--- src/rtl/dpram_fifo_ctrl_pkg.sv ---
// Shared sizing constants and small types for the dual-port-RAM FIFO controller.
package dpram_fifo_ctrl_pkg;

    localparam int DW_DEF    = 16;
    localparam int AW_DEF    = 8;
    localparam int RAM_DEPTH = 1 << AW_DEF;
    localparam int BUF_DEPTH = 2;

    typedef enum logic [1:0] {
        OP_NONE    = 2'b00,
        OP_POP     = 2'b01,
        OP_CAPTURE = 2'b10,
        OP_BOTH    = 2'b11
    } buf_op_e;

endpackage

--- src/rtl/dpram_fifo_ctrl_if.sv ---
// Bundle of the upstream/downstream streams, flush and both RAM ports.
interface dpram_fifo_ctrl_if
    import dpram_fifo_ctrl_pkg::*;
#(
    parameter int AW = AW_DEF,
    parameter int DW = DW_DEF
);
    logic          flush;
    logic          in_valid;
    logic [DW-1:0] in_data;
    logic          in_ready;
    logic          out_valid;
    logic [DW-1:0] out_data;
    logic          out_ready;
    logic [AW+1:0] count;
    logic          ram_ena;
    logic          ram_wea;
    logic [AW-1:0] ram_addra;
    logic [DW-1:0] ram_dia;
    logic          ram_enb;
    logic          ram_web;
    logic [AW-1:0] ram_addrb;
    logic [DW-1:0] ram_dib;
    logic [DW-1:0] ram_dob;

    // The FIFO controller side.
    modport slave (
        input  flush, in_valid, in_data, out_ready, ram_dob,
        output in_ready, out_valid, out_data, count,
        output ram_ena, ram_wea, ram_addra, ram_dia,
        output ram_enb, ram_web, ram_addrb, ram_dib
    );

    // The producer / consumer / RAM side.
    modport master (
        output flush, in_valid, in_data, out_ready, ram_dob,
        input  in_ready, out_valid, out_data, count,
        input  ram_ena, ram_wea, ram_addra, ram_dia,
        input  ram_enb, ram_web, ram_addrb, ram_dib
    );

endinterface

--- src/rtl/dpram_fifo_obuf.sv ---
// Two-entry show-ahead output buffer that hides the RAM's registered read latency.
module dpram_fifo_obuf
    import dpram_fifo_ctrl_pkg::*;
#(
    parameter int DW = DW_DEF
) (
    input  logic          clk,
    input  logic          rst_n,
    input  logic          flush,
    input  logic          capture,
    input  logic [DW-1:0] din,
    input  logic          pop,
    output logic          out_valid,
    output logic [DW-1:0] out_data,
    output logic [1:0]    buf_cnt
);

    logic [DW-1:0] head;
    logic [DW-1:0] tail;
    logic [1:0]    cnt;
    buf_op_e       op;

    assign out_valid = (cnt != 2'd0);
    assign out_data  = head;
    assign buf_cnt   = cnt;

    always_comb begin
        op = OP_NONE;
        if (capture && pop && out_valid) begin
            op = OP_BOTH;
        end else if (capture) begin
            op = OP_CAPTURE;
        end else if (pop && out_valid) begin
            op = OP_POP;
        end
    end

    // head is always the oldest word, so out_data stays put while stalled.
    always_ff @(posedge clk) begin
        if (!rst_n || flush) begin
            head <= '0;
            tail <= '0;
            cnt  <= 2'd0;
        end else begin
            case (op)
                OP_CAPTURE: begin
                    if (cnt == 2'd0) head <= din;
                    else             tail <= din;
                    cnt <= cnt + 2'd1;
                end
                OP_POP: begin
                    head <= tail;
                    cnt  <= cnt - 2'd1;
                end
                OP_BOTH: begin
                    if (cnt == 2'd1) begin
                        head <= din;
                    end else begin
                        head <= tail;
                        tail <= din;
                    end
                end
                default: ;
            endcase
        end
    end

endmodule

--- src/rtl/dpram_fifo_ctrl.sv ---
// FIFO controller: port A writes, port B reads ahead into a 2-entry output buffer.
module dpram_fifo_ctrl
    import dpram_fifo_ctrl_pkg::*;
#(
    parameter int AW = AW_DEF,
    parameter int DW = DW_DEF
) (
    input  logic               clk,
    input  logic               rst_n,
    dpram_fifo_ctrl_if.slave   bus
);

    localparam logic [AW:0] DEPTH = {1'b1, {AW{1'b0}}};

    logic [AW-1:0] wr_ptr;
    logic [AW-1:0] rd_ptr;
    logic [AW:0]   ram_cnt;
    logic          rd_inflight;
    logic [1:0]    buf_cnt;
    logic          clr;
    logic          ready;
    logic          push;
    logic          pop;
    logic          issue;
    logic [2:0]    pending;
    logic          obuf_valid;
    logic [DW-1:0] obuf_data;

    assign clr   = !rst_n || bus.flush;
    assign ready = (ram_cnt != DEPTH);
    assign push  = bus.in_valid && ready && !clr;
    assign pop   = obuf_valid && bus.out_ready;

    // Reads issue only while the buffer can still take the word once it lands.
    assign pending = {1'b0, buf_cnt} + {2'b00, rd_inflight} - {2'b00, pop};
    assign issue   = !clr && (ram_cnt != '0) && (pending < 3'd2);

    always_ff @(posedge clk) begin
        if (clr) begin
            wr_ptr      <= '0;
            rd_ptr      <= '0;
            ram_cnt     <= '0;
            rd_inflight <= 1'b0;
        end else begin
            if (push)  wr_ptr <= wr_ptr + 1'b1;
            if (issue) rd_ptr <= rd_ptr + 1'b1;
            ram_cnt     <= ram_cnt + (AW+1)'(push) - (AW+1)'(issue);
            rd_inflight <= issue;
        end
    end

    dpram_fifo_obuf #(.DW(DW)) u_obuf (
        .clk       (clk),
        .rst_n     (rst_n),
        .flush     (bus.flush),
        .capture   (rd_inflight),
        .din       (bus.ram_dob),
        .pop       (bus.out_ready),
        .out_valid (obuf_valid),
        .out_data  (obuf_data),
        .buf_cnt   (buf_cnt)
    );

    assign bus.in_ready  = ready;
    assign bus.out_valid = obuf_valid;
    assign bus.out_data  = obuf_data;
    assign bus.count     = (AW+2)'(ram_cnt) + (AW+2)'(rd_inflight) + (AW+2)'(buf_cnt);

    assign bus.ram_ena   = push;
    assign bus.ram_wea   = push;
    assign bus.ram_addra = wr_ptr;
    assign bus.ram_dia   = bus.in_data;
    assign bus.ram_enb   = issue;
    assign bus.ram_web   = 1'b0;
    assign bus.ram_addrb = rd_ptr;
    assign bus.ram_dib   = '0;

endmodule

--- src/flat_wrapper.sv ---
// flat-port wrapper written by rule: the top's interface ports become plain ports
module dpram_fifo_ctrl_flat import dpram_fifo_ctrl_pkg::*;
#(
    parameter int AW = AW_DEF,
    parameter int DW = DW_DEF
)
  (clk, rst_n, bus_flush, bus_in_valid, bus_in_data, bus_out_ready, bus_ram_dob, bus_in_ready, bus_out_valid, bus_out_data, bus_count, bus_ram_ena, bus_ram_wea, bus_ram_addra, bus_ram_dia, bus_ram_enb, bus_ram_web, bus_ram_addrb, bus_ram_dib);
  dpram_fifo_ctrl_if #(.AW(AW), .DW(DW)) bus_i ();
  input  logic clk;
  input  logic rst_n;
  input wire logic [$bits(bus_i.flush)-1:0] bus_flush;
  input wire logic [$bits(bus_i.in_valid)-1:0] bus_in_valid;
  input wire logic [$bits(bus_i.in_data)-1:0] bus_in_data;
  input wire logic [$bits(bus_i.out_ready)-1:0] bus_out_ready;
  input wire logic [$bits(bus_i.ram_dob)-1:0] bus_ram_dob;
  output wire logic [$bits(bus_i.in_ready)-1:0] bus_in_ready;
  output wire logic [$bits(bus_i.out_valid)-1:0] bus_out_valid;
  output wire logic [$bits(bus_i.out_data)-1:0] bus_out_data;
  output wire logic [$bits(bus_i.count)-1:0] bus_count;
  output wire logic [$bits(bus_i.ram_ena)-1:0] bus_ram_ena;
  output wire logic [$bits(bus_i.ram_wea)-1:0] bus_ram_wea;
  output wire logic [$bits(bus_i.ram_addra)-1:0] bus_ram_addra;
  output wire logic [$bits(bus_i.ram_dia)-1:0] bus_ram_dia;
  output wire logic [$bits(bus_i.ram_enb)-1:0] bus_ram_enb;
  output wire logic [$bits(bus_i.ram_web)-1:0] bus_ram_web;
  output wire logic [$bits(bus_i.ram_addrb)-1:0] bus_ram_addrb;
  output wire logic [$bits(bus_i.ram_dib)-1:0] bus_ram_dib;
  assign bus_i.flush = bus_flush;
  assign bus_i.in_valid = bus_in_valid;
  assign bus_i.in_data = bus_in_data;
  assign bus_i.out_ready = bus_out_ready;
  assign bus_i.ram_dob = bus_ram_dob;
  assign bus_in_ready = bus_i.in_ready;
  assign bus_out_valid = bus_i.out_valid;
  assign bus_out_data = bus_i.out_data;
  assign bus_count = bus_i.count;
  assign bus_ram_ena = bus_i.ram_ena;
  assign bus_ram_wea = bus_i.ram_wea;
  assign bus_ram_addra = bus_i.ram_addra;
  assign bus_ram_dia = bus_i.ram_dia;
  assign bus_ram_enb = bus_i.ram_enb;
  assign bus_ram_web = bus_i.ram_web;
  assign bus_ram_addrb = bus_i.ram_addrb;
  assign bus_ram_dib = bus_i.ram_dib;
  dpram_fifo_ctrl #(.AW(AW), .DW(DW)) u_core (.clk(clk), .rst_n(rst_n), .bus(bus_i));
endmodule
--- config.mk ---
export PLATFORM = sky130hd
export DESIGN_NAME = dpram_fifo_ctrl_flat
export DESIGN_NICKNAME = d
export VERILOG_FILES = /design/src/rtl/dpram_fifo_ctrl_pkg.sv /design/src/rtl/dpram_fifo_ctrl_if.sv /design/src/rtl/dpram_fifo_obuf.sv /design/src/rtl/dpram_fifo_ctrl.sv /design/src/flat_wrapper.sv
export SDC_FILE = /design/constraint.sdc
export NUM_CORES = 1
export LEC_CHECK = 0
export CAP_MARGIN = 15
export CORE_ASPECT_RATIO = 0.75
export CORE_UTILIZATION = 46
export DETAILED_ROUTE_END_ITERATION = 6
export PLACE_DENSITY_LB_ADDON = 0.25
export SKIP_CTS_REPAIR_TIMING = 1
export SYNTH_ARGS = -nofsm -noshare
export SYNTH_HDL_FRONTEND = slang
export SYNTH_SLANG_ARGS = --single-unit
--- constraint.sdc ---
create_clock -name clk -period 4.71 [get_ports clk]
set_input_delay 0.942 -clock clk [delete_from_list [all_inputs] [get_ports clk]]
set_output_delay 0.942 -clock clk [all_outputs]
set_load 0.01 [all_outputs]
==> results of run 1 <==
## through the flow
stage | utilization (%) | worst slack, ns
finish | 57.9 | 0.243
global placement | 55.6 | 0.164
floorplan | - | 0.442
global route | 57.9 | 0.0872
CTS | 57.9 | 0.236
detailed placement | 55.6 | 0.0437
## flip-flops by register name (all words and copies together), names as in the netlist
| register | flops |
|---|---|
| u_core.u_obuf.out_data | 16 |
| u_core.u_obuf.tail | 16 |
| u_core.ram_cnt | 9 |
| u_core.bus.ram_addra | 8 |
| u_core.bus.ram_addrb | 8 |
| u_core.u_obuf.buf_cnt | 2 |
| u_core.rd_inflight | 1 |
## power by group through the flow
stage	registers, mW	clock network, mW	logic [mW]
final	0.644	0.407	0.972
after global routing	0.654	0.440	1.08
after CTS	0.642	0.417	0.975
after detailed placement	0.653	0	0.968
after global placement	0.651	0	0.948
after floorplan	0.640	0	0.692
## path summary, 6_finish.rpt
check	from	endpoint	slack (ns)	depth (start not counted)
worst max-delay path	bus_out_ready	bus_ram_enb	0.24	10
worst min-delay path	u_core.u_obuf.tail[14]	u_core.u_obuf.out_data[14]	0.48	1
worst max register to register	u_core.u_obuf.buf_cnt[1]	u_core.ram_cnt[8]	0.48	17
worst min register to register	u_core.u_obuf.tail[14]	u_core.u_obuf.out_data[14]	0.48	1
## logic make-up (layout without fill, tap and decap cells)
family | after synthesis | after routing | synth area share, %
AND/OR/NAND/NOR | 112 | 112 | 16.7
multiplexers | 21 | 21 | 6.00
XOR/XNOR | 16 | 16 | 4.22
flip-flops | 60 | 60 | 34.3
adder cells (fa/ha/maj) | 32 | 32 | 12.3
other | 1 | 17 | 0.107
buffers and inverters | 72 | 114 | 11.5
AO/OA/AOI/OAI | 68 | 68 | 14.8
## worst max-delay path: cells and delay by family
family / cells / cell delay (ns)
buffers and inverters: 3 / 1.13
XOR/XNOR: 1 / 0.19
AO/OA/AOI/OAI: 1 / 0.13
AND/OR/NAND/NOR: 3 / 0.49
adder cells (fa/ha/maj): 2 / 0.64
## cell type report
| class | instances | area share [%] |
|---|---|---|
| clock buffers | 12 | 3.41 |
| clock inverters | 4 | 0.587 |
| inverters | 26 | 2.29 |
| multi-input cells | 266 | 45.9 |
| flip-flops and latches | 60 | 28.2 |
| well taps | 101 | 2.97 |
| repair buffers | 72 | 16.6 |
## layer usage
metal  up-vias  wire, um  global-route usage (%)  share of wire [%]
met5         -         0                       0                  0
met4         0        89                    7.04                1.2
met3         6       386                    4.59                5.1
met2        77      3210                    29.5                 42
met1      1316      3930                    28.5                 52
li1       1391         -                       -                  -
## synthesized netlist by cell type (2+ instances only)
cell | instances | area, um2
o31a_1 | 2 | 17.5
inv_1 | 26 | 97.6
clkbuf_1 | 6 | 22.5
nand3_1 | 7 | 35.0
nor3_1 | 6 | 30.0
or3_1 | 6 | 37.5
xor2_1 | 4 | 35.0
nor2_1 | 33 | 124
a211oi_1 | 3 | 22.5
o31ai_1 | 6 | 45.0
a21oi_1 | 13 | 65.1
nand2_1 | 13 | 48.8
nor4_1 | 3 | 18.8
and2_1 | 19 | 119
a221o_1 | 16 | 160
mux2i_1 | 21 | 210
fa_1 | 4 | 80.1
and3_1 | 4 | 25.0
o21a_1 | 4 | 30.0
o21bai_1 | 2 | 15.0
nand4_1 | 3 | 18.8
o211ai_2 | 2 | 25.0
buf_4 | 34 | 255
xnor2_1 | 11 | 96.3
ha_1 | 28 | 350
nor2b_1 | 4 | 25.0
o211ai_1 | 3 | 22.5
buf_2 | 5 | 25.0
or4_1 | 2 | 15.0
dfxtp_1 | 60 | 1200
o21ai_0 | 8 | 40.0
nand2b_1 | 6 | 37.5
## layout by cell type (no fill, tap or decap), drive strengths merged, types with 4 or more instances in the layout
cell type,Yosys,routed
clkdlybuf4s50,0,67
dfxtp,60,60
nor2,33,33
ha,28,28
inv,26,26
mux2i,21,21
and2,19,19
conb,1,17
a221o,16,16
a21oi,14,14
nand2,13,13
xnor2,12,12
clkbuf,6,12
o21ai,9,9
nand3,7,7
nor3,7,7
o31ai,6,6
or3,6,6
nand2b,6,6
buf,40,5
nor2b,5,5
o211ai,5,5
o21a,4,4
xor2,4,4
and3,4,4
fa,4,4
==> flow_summary.ini, run 1 <==
[status]
status = complete, no violations

[pwr]
switching_share_pct = 38.3
power.leakage_nw = 1.77
seqPwrFrac_pct = 31.8
powerDensity_nw_per_um2 = 475
clkPwrFrac_pct = 20.1
p_switching_mw = 0.775
peakVddDrop_uv = 263
p_comb_share_pct = 48.1
power_mw = 2.02
internal_power_mw = 1.25

[global_route]
overflow = 0
grt_max_degree = 44
track_usage_pct = 20.0
antenna_found_initial = 0
grt_pass1_vias = 2628
grt_pass1_wl_mm = 12.4

[finish]
fin_nets = 504
multi_input_comb_area_um2 = 1960
diodes = 0
syn2layout_area_growth_pct = 21.7
layout-drive-gt1-share_pct = 6.14
fill_cells = 696
design_area_um2 = 4260
regArea_um2 = 1200
final_cells = 541

[die]
dieArea_um2 = 7970
die_w_um = 103
fp-row-count = 27
start_util_pct = 47.5
core_um2 = 7360
die_y_um = 77.6
ios = 117

[detailed_routing]
routedWlPerCell_um = 14.1
dr.pass1.iters = 4
viasPerCell = 5.16
finalWirelength_mm = 7.61
ant_nets = 0
vias = 2790
first_iter_violations = 86
drcViolationCount = 0

[sta]
finalCritPeriodShare_pct = 94.8
slew_headroom_pct = 25.4
worstMarginPinSlew_ns = 1.12
slew_violations = 0
report.final.setup_viol = 0
grt_setup_unrepaired = no
tns_ns = 0
timing.fmax_mhz = 224
period_minus_slack_ns = 4.47
hold_viol = 0
hold_slack_ns = 0.483
finClkSkew_ns = 0.00697

[clocking]
h-tree-depth = 3
path_clk_slew_ns = 0.07
clock_latency_ns = 0.34
numCtsBuffers = 9
cts_tree = done
root_buffer = clkbuf_8
cts_sinks = 60
clock_path_buffers = 2

[hold_path]
worstHoldPathType = register to register

[synth]
syn_inst = 382
synthFlopType = dfxtp_1
yosysWarnings = 0
syn_avg_cell_area_um2 = 9.16
synth_enable_flop_cells = 0
synth_cell_types = 50
netlist_area_um2 = 3500
synth_seq_cells = 60
synth-async-reset-ratio_pct = 0
synth-seq-area-share_pct = 34.3

[worst_setup_path]
worstPathRequired_ns = 3.77
cpMostUsedCell = clkdlybuf4s50_1
crit_fanout = 2
path_cells = clkdlybuf4s50_1 > nor2b_2 > ha_1 > nand2b_1 > fa_1 > xnor2_2 > o211ai_2 > nor2_1 > buf_4 > clkdlybuf4s50_1
critical_path_class = input port to primary output
cp-start-kind = input port
cp-end-kind = primary output
arrival_ns = 3.53
cpMaxStageDelayCell = clkdlybuf4s50_1
slowest_delay_ns = 0.53

[placement]
place_area_um2 = 4090
gp_congestion = 0.805
dpl.cell_count = 525
hpwl_mm = 5.45
port-buffer-count = 67

[run]
drv_cap = 0
Power figures use the tool's default switching activity.
==> inputs of run 2 (changes only) <==
--- a/config.mk
+++ b/config.mk
@@ -9,7 +9,7 @@
 export CORE_ASPECT_RATIO = 0.75
 export CORE_UTILIZATION = 46
 export DETAILED_ROUTE_END_ITERATION = 6
-export PLACE_DENSITY_LB_ADDON = 0.25
+export PLACE_DENSITY_LB_ADDON = 0.1
 export SKIP_CTS_REPAIR_TIMING = 1
 export SYNTH_ARGS = -nofsm -noshare
 export SYNTH_HDL_FRONTEND = slang
==> flow_summary.ini, run 2 (synthesis gave the netlist of run 1 again) <==
[worst_setup_path]
cp-end-kind = primary output
cp-start-kind = input port
crit_fanout = 2
worstPathRequired_ns = 3.77
arrival_ns = 3.50
critical_path_class = input port to primary output

[global_route]
grt_pass1_vias = 2605
overflow = 0
grt_max_degree = 44
grt_pass1_wl_mm = 12.6
track_usage_pct = 20.2
antenna_found_initial = 0

[pwr]
power_mw = 2.15
peakVddDrop_uv = 287
power.leakage_nw = 1.81
p_switching_mw = 0.784
clkPwrFrac_pct = 24.3
internal_power_mw = 1.36
powerDensity_nw_per_um2 = 496
p_comb_share_pct = 45.7
switching_share_pct = 36.5
seqPwrFrac_pct = 30.0

[detailed_routing]
ant_nets = 0
finalWirelength_mm = 7.60
drcViolationCount = 0
dr.pass1.iters = 4
vias = 2799
first_iter_violations = 159
viasPerCell = 5.16
routedWlPerCell_um = 14.0

[finish]
multi_input_comb_area_um2 = 1960
layout-drive-gt1-share_pct = 6.58
regArea_um2 = 1200
syn2layout_area_growth_pct = 23.6
final_common_cell = clkdlybuf4s50_1
fill_cells = 679
fin_nets = 505
final_cell_mix = 67 x clkdlybuf4s50_1, 60 x dfxtp_1, 33 x nor2_1
diodes = 0

[sta]
timing.fmax_mhz = 225
report.final.setup_viol = 0
worstMarginPinSlew_ns = 0.835
slew_headroom_pct = 44.0
slew_violations = 0
finClkSkew_ns = 0.00774
period_minus_slack_ns = 4.44
tns_ns = 0
grt_setup_unrepaired = no
finalCritPeriodShare_pct = 94.3
hold_viol = 0

[placement]
gp_congestion = 0.777
port-buffer-count = 67
hpwl_mm = 5.41

[hold_path]
worstHoldPathType = register to register

[run]
drv_cap = 0

[clocking]
path_clk_slew_ns = 0.07
numCtsBuffers = 9
cts_sinks = 60
clock_latency_ns = 0.32
root_buffer = clkbuf_8
cts_tree = done
clock_path_buffers = 2
h-tree-depth = 3

[die]
core_um2 = 7360
die_y_um = 77.6
start_util_pct = 47.5
ios = 117
fp-row-count = 27
dieArea_um2 = 7970
die_w_um = 103

[status]
status = complete, no violations
run 2: cell types whose count changed in the layout (fill, tap and decap cells not counted), sizes merged:
cell      previous run  this run
buf                  5         6
clkinvlp             2         1
clkbuf              12        10
bufinv               0         2
inv                 26        27
run 2: through the flow:
step / instance area [um2] / utilization, % / hold slack (ns) / worst slack, ns / instances
3_3_place_gp: 4090 / 55.5 / 0.456 / 0.172 / 525
4_1_cts: 4310 / 58.6 / 0.480 / 0.247 / 541
5_1_grt: 4330 / 58.8 / 0.498 / 0.112 / 542
3_5_place_dp: 4090 / 55.5 / 0.464 / 0.0876 / 525
2_1_floorplan: 3560 / - / 0.455 / 0.442 / 398
6_report: 4330 / 58.8 / 0.479 / 0.266 / 542
run 2: final cells by class:
class / count / area share, %
Multi-Input combinational cell: 266 / 45.2
Sequential cell: 60 / 27.8
Timing Repair Buffer: 73 / 16.7
Clock buffer: 10 / 3.18
Tap cell: 101 / 2.92
Inverter: 26 / 2.25
Clock inverter: 6 / 1.99
run 2: final timing paths:
| check | cells past startpoint | to | slack [ns] | startpoint |
|---|---|---|---|---|
| worst max-delay path | 10 | bus_ram_enb | 0.27 | bus_out_ready |
| worst min-delay path | 2 | u_core.bus.ram_addra[7] | 0.48 | u_core.bus.ram_addra[7] |
| worst max register to register | 17 | u_core.ram_cnt[8] | 0.55 | u_core.u_obuf.buf_cnt[1] |
| worst min register to register | 2 | u_core.bus.ram_addra[7] | 0.48 | u_core.bus.ram_addra[7] |
run 2: worst max-delay path: stages:
cell             delay [ns]
clkdlybuf4s50_1        0.45
nor2b_2                0.16
ha_1                   0.24
nand2b_1               0.15
fa_1                   0.41
xnor2_2                0.20
o211ai_2               0.13
nor2_1                 0.16
buf_4                  0.14
clkdlybuf4s50_1        0.52
run 2: power groups by stage:
stage	Sequential [mW]	Clock (mW)	Combinational [mW]
global route	0.653	0.560	1.09
finish	0.643	0.521	0.981
floorplan	0.640	0	0.692
global placement	0.653	0	0.951
detailed placement	0.654	0	0.962
CTS	0.642	0.535	0.970
run 2: per-layer routing:
| metal | global-route usage, % | part of all wire [%] | vias up |
|---|---|---|---|
| li1 | - | - | 1386 |
| met1 | 29.1 | 51 | 1324 |
| met2 | 29.6 | 43 | 82 |
| met3 | 5.68 | 5.8 | 7 |
| met4 | 4.79 | 0.47 | 0 |
| met5 | 0 | 0 | - |
==> inputs of run 3 (changes only) <==
--- a/config.mk
+++ b/config.mk
@@ -5,9 +5,9 @@
 export SDC_FILE = /design/constraint.sdc
 export NUM_CORES = 1
 export LEC_CHECK = 0
-export CAP_MARGIN = 15
 export CORE_ASPECT_RATIO = 0.75
-export CORE_UTILIZATION = 46
+export CORE_UTILIZATION = 42
+export CTS_CLUSTER_SIZE = 20
 export DETAILED_ROUTE_END_ITERATION = 6
 export PLACE_DENSITY_LB_ADDON = 0.1
 export SKIP_CTS_REPAIR_TIMING = 1
==> constraint.sdc (replaced) <==
create_clock -name clk -period 3.95 [get_ports clk]
set_input_delay 0.79 -clock clk [delete_from_list [all_inputs] [get_ports clk]]
set_output_delay 0.79 -clock clk [all_outputs]
set_load 0.01 [all_outputs]
==> flow_summary.ini, run 3 (synthesis gave the netlist of run 1 again) <==
[worst_setup_path]
rr_worst_depth = 17
cp-start-kind = register
ff2ff_setup_slack_ns = 0.29
worstPathRequired_ns = 4.22
r2r-end = u_core.ram_cnt[8]
crit_fanout = 3
cp-end-kind = register
crit_end = u_core.ram_cnt[8]
reg2reg_from = u_core.u_obuf.buf_cnt[0]
arrival_ns = 3.93
crit_path_start = u_core.u_obuf.buf_cnt[0]
critical_path_class = register to register

[global_route]
antenna_found_initial = 0
grt_pass1_vias = 2675
overflow = 0
grt_max_degree = 44
track_usage_pct = 19.2
grt_pass1_wl_mm = 12.9

[finish]
final_cells = 557
final_common_cell = clkdlybuf4s50_1
postLayoutCoreUtil_pct = 55.8
syn2layout_area_growth_pct = 27.3
diodes = 0
fin_nets = 517
layout-drive-gt1-share_pct = 11.5
final_cell_mix = 65 x clkdlybuf4s50_1, 60 x dfxtp_1, 32 x nor2_1

[sta]
setup_ws_ns = 0.291
finClkSkew_ns = 0.00963
timing.fmax_mhz = 273
finalCritPeriodShare_pct = 92.6
slew_violations = 0
hold_viol = 0
grt_setup_unrepaired = no
report.final.setup_viol = 0
slew_headroom_pct = 19.4
period_minus_slack_ns = 3.66
worstMarginPinSlew_ns = 1.21

[clocking]
path_clk_slew_ns = 0.07
h-tree-depth = 3
clock_path_buffers = 2
numCtsBuffers = 9
clock_latency_ns = 0.33
cts_sinks = 60
root_buffer = clkbuf_8
cts_tree = done

[pwr]
p_switching_mw = 1.01
power.leakage_nw = 1.88
powerDensity_nw_per_um2 = 595
peakVddDrop_uv = 307
switching_share_pct = 38.1
clkPwrFrac_pct = 18.8
p_comb_share_pct = 52.4
seqPwrFrac_pct = 28.8
internal_power_mw = 1.64

[run]
drv_cap = 0

[placement]
dpl.cell_count = 537
hpwl_mm = 5.75
gp_congestion = 0.791
port-buffer-count = 67
pre_cts_ws_ns = -0.455

[hold_path]
min_path_cells = 1
worstHoldPathType = register to register

[detailed_routing]
routedWlPerCell_um = 14.6
viasPerCell = 5.13
first_iter_violations = 116
vias = 2860
finalWirelength_mm = 8.13
ant_nets = 0
dr.pass1.iters = 4
drcViolationCount = 0

[die]
start_util_pct = 43.8
dieArea_um2 = 8710
die_w_um = 107
core_um2 = 7990
die_y_um = 81.1
ios = 117
fp-row-count = 28

[status]
status = complete, no violations
[run 3: cell count changes in the layout (fill, tap and decap cells not counted), sizes merged]
cell / change
buf: +12
clkinvlp: +1
bufinv: -2
clkbuf: +1
inv: -1
clkdlybuf4s50: -2
dlymetal6s2s: +2
[run 3: critical path, cell delays in order (launching register included)]
cell      delay [ns]
dfxtp_1         0.32
inv_1           0.07
ha_1            0.24
nor2b_4         0.13
ha_1            0.23
nand2b_4        0.15
fa_2            0.37
xnor2_2         0.24
o211ai_4        0.12
nor2_4          0.13
ha_4            0.14
inv_1           0.06
ha_4            0.17
fa_2            0.39
a211oi_2        0.28
nor3_2          0.09
o31ai_2         0.25
mux2i_1         0.20
[run 3: power groups by stage]
stage | clock network (mW) | logic [mW] | registers, mW
finish | 0.498 | 1.39 | 0.764
floorplan | 0 | 0.862 | 0.763
CTS | 0.512 | 1.27 | 0.760
detailed placement | 0 | 1.26 | 0.774
global route | 0.549 | 1.51 | 0.772
global placement | 0 | 1.25 | 0.772
[run 3: worst min-delay path by stage]
stage / slack, ns / to / from
6_report: 0.48 / u_core.u_obuf.out_data[11] / u_core.u_obuf.tail[11]
5_1_grt: 0.50 / u_core.u_obuf.out_data[13] / u_core.u_obuf.tail[13]
3_3_place_gp: 0.46 / u_core.u_obuf.out_data[11] / u_core.u_obuf.tail[11]
2_1_floorplan: 0.45 / u_core.u_obuf.out_data[0] / u_core.u_obuf.tail[0]
3_5_place_dp: 0.47 / u_core.u_obuf.out_data[11] / u_core.u_obuf.tail[11]
4_1_cts: 0.48 / u_core.u_obuf.out_data[11] / u_core.u_obuf.tail[11]
[run 3: routing by layer]
layer  track usage (%)  routed length, um
met1              26.9               4250
met2              28.3               3350
met3              7.22                496
met4              3.29                 43
met5                 0                  0
[run 3: per-stage QoR]
| stage | cell area [um2] | TNS, ns | hold slack, ns | total power, mW |
|---|---|---|---|---|
| after floorplan | 3580 | 0 | 0.455 | 1.63 |
| after global placement | 4180 | -1.28 | 0.457 | 2.02 |
| after detailed placement | 4180 | -1.73 | 0.467 | 2.04 |
| after CTS | 4350 | -0.302 | 0.480 | 2.55 |
| after global routing | 4460 | 0 | 0.501 | 2.83 |
| final | 4460 | 0 | 0.479 | 2.65 |
[run 3: cell type report]
type | count | area, um2
Fill cell | 759 | 3530
Multi-Input combinational cell | 266 | 2040
Sequential cell | 60 | 1200
Timing Repair Buffer | 85 | 811
Clock buffer | 11 | 151
Tap cell | 105 | 131
Inverter | 26 | 97.6
Clock inverter | 4 | 25.0
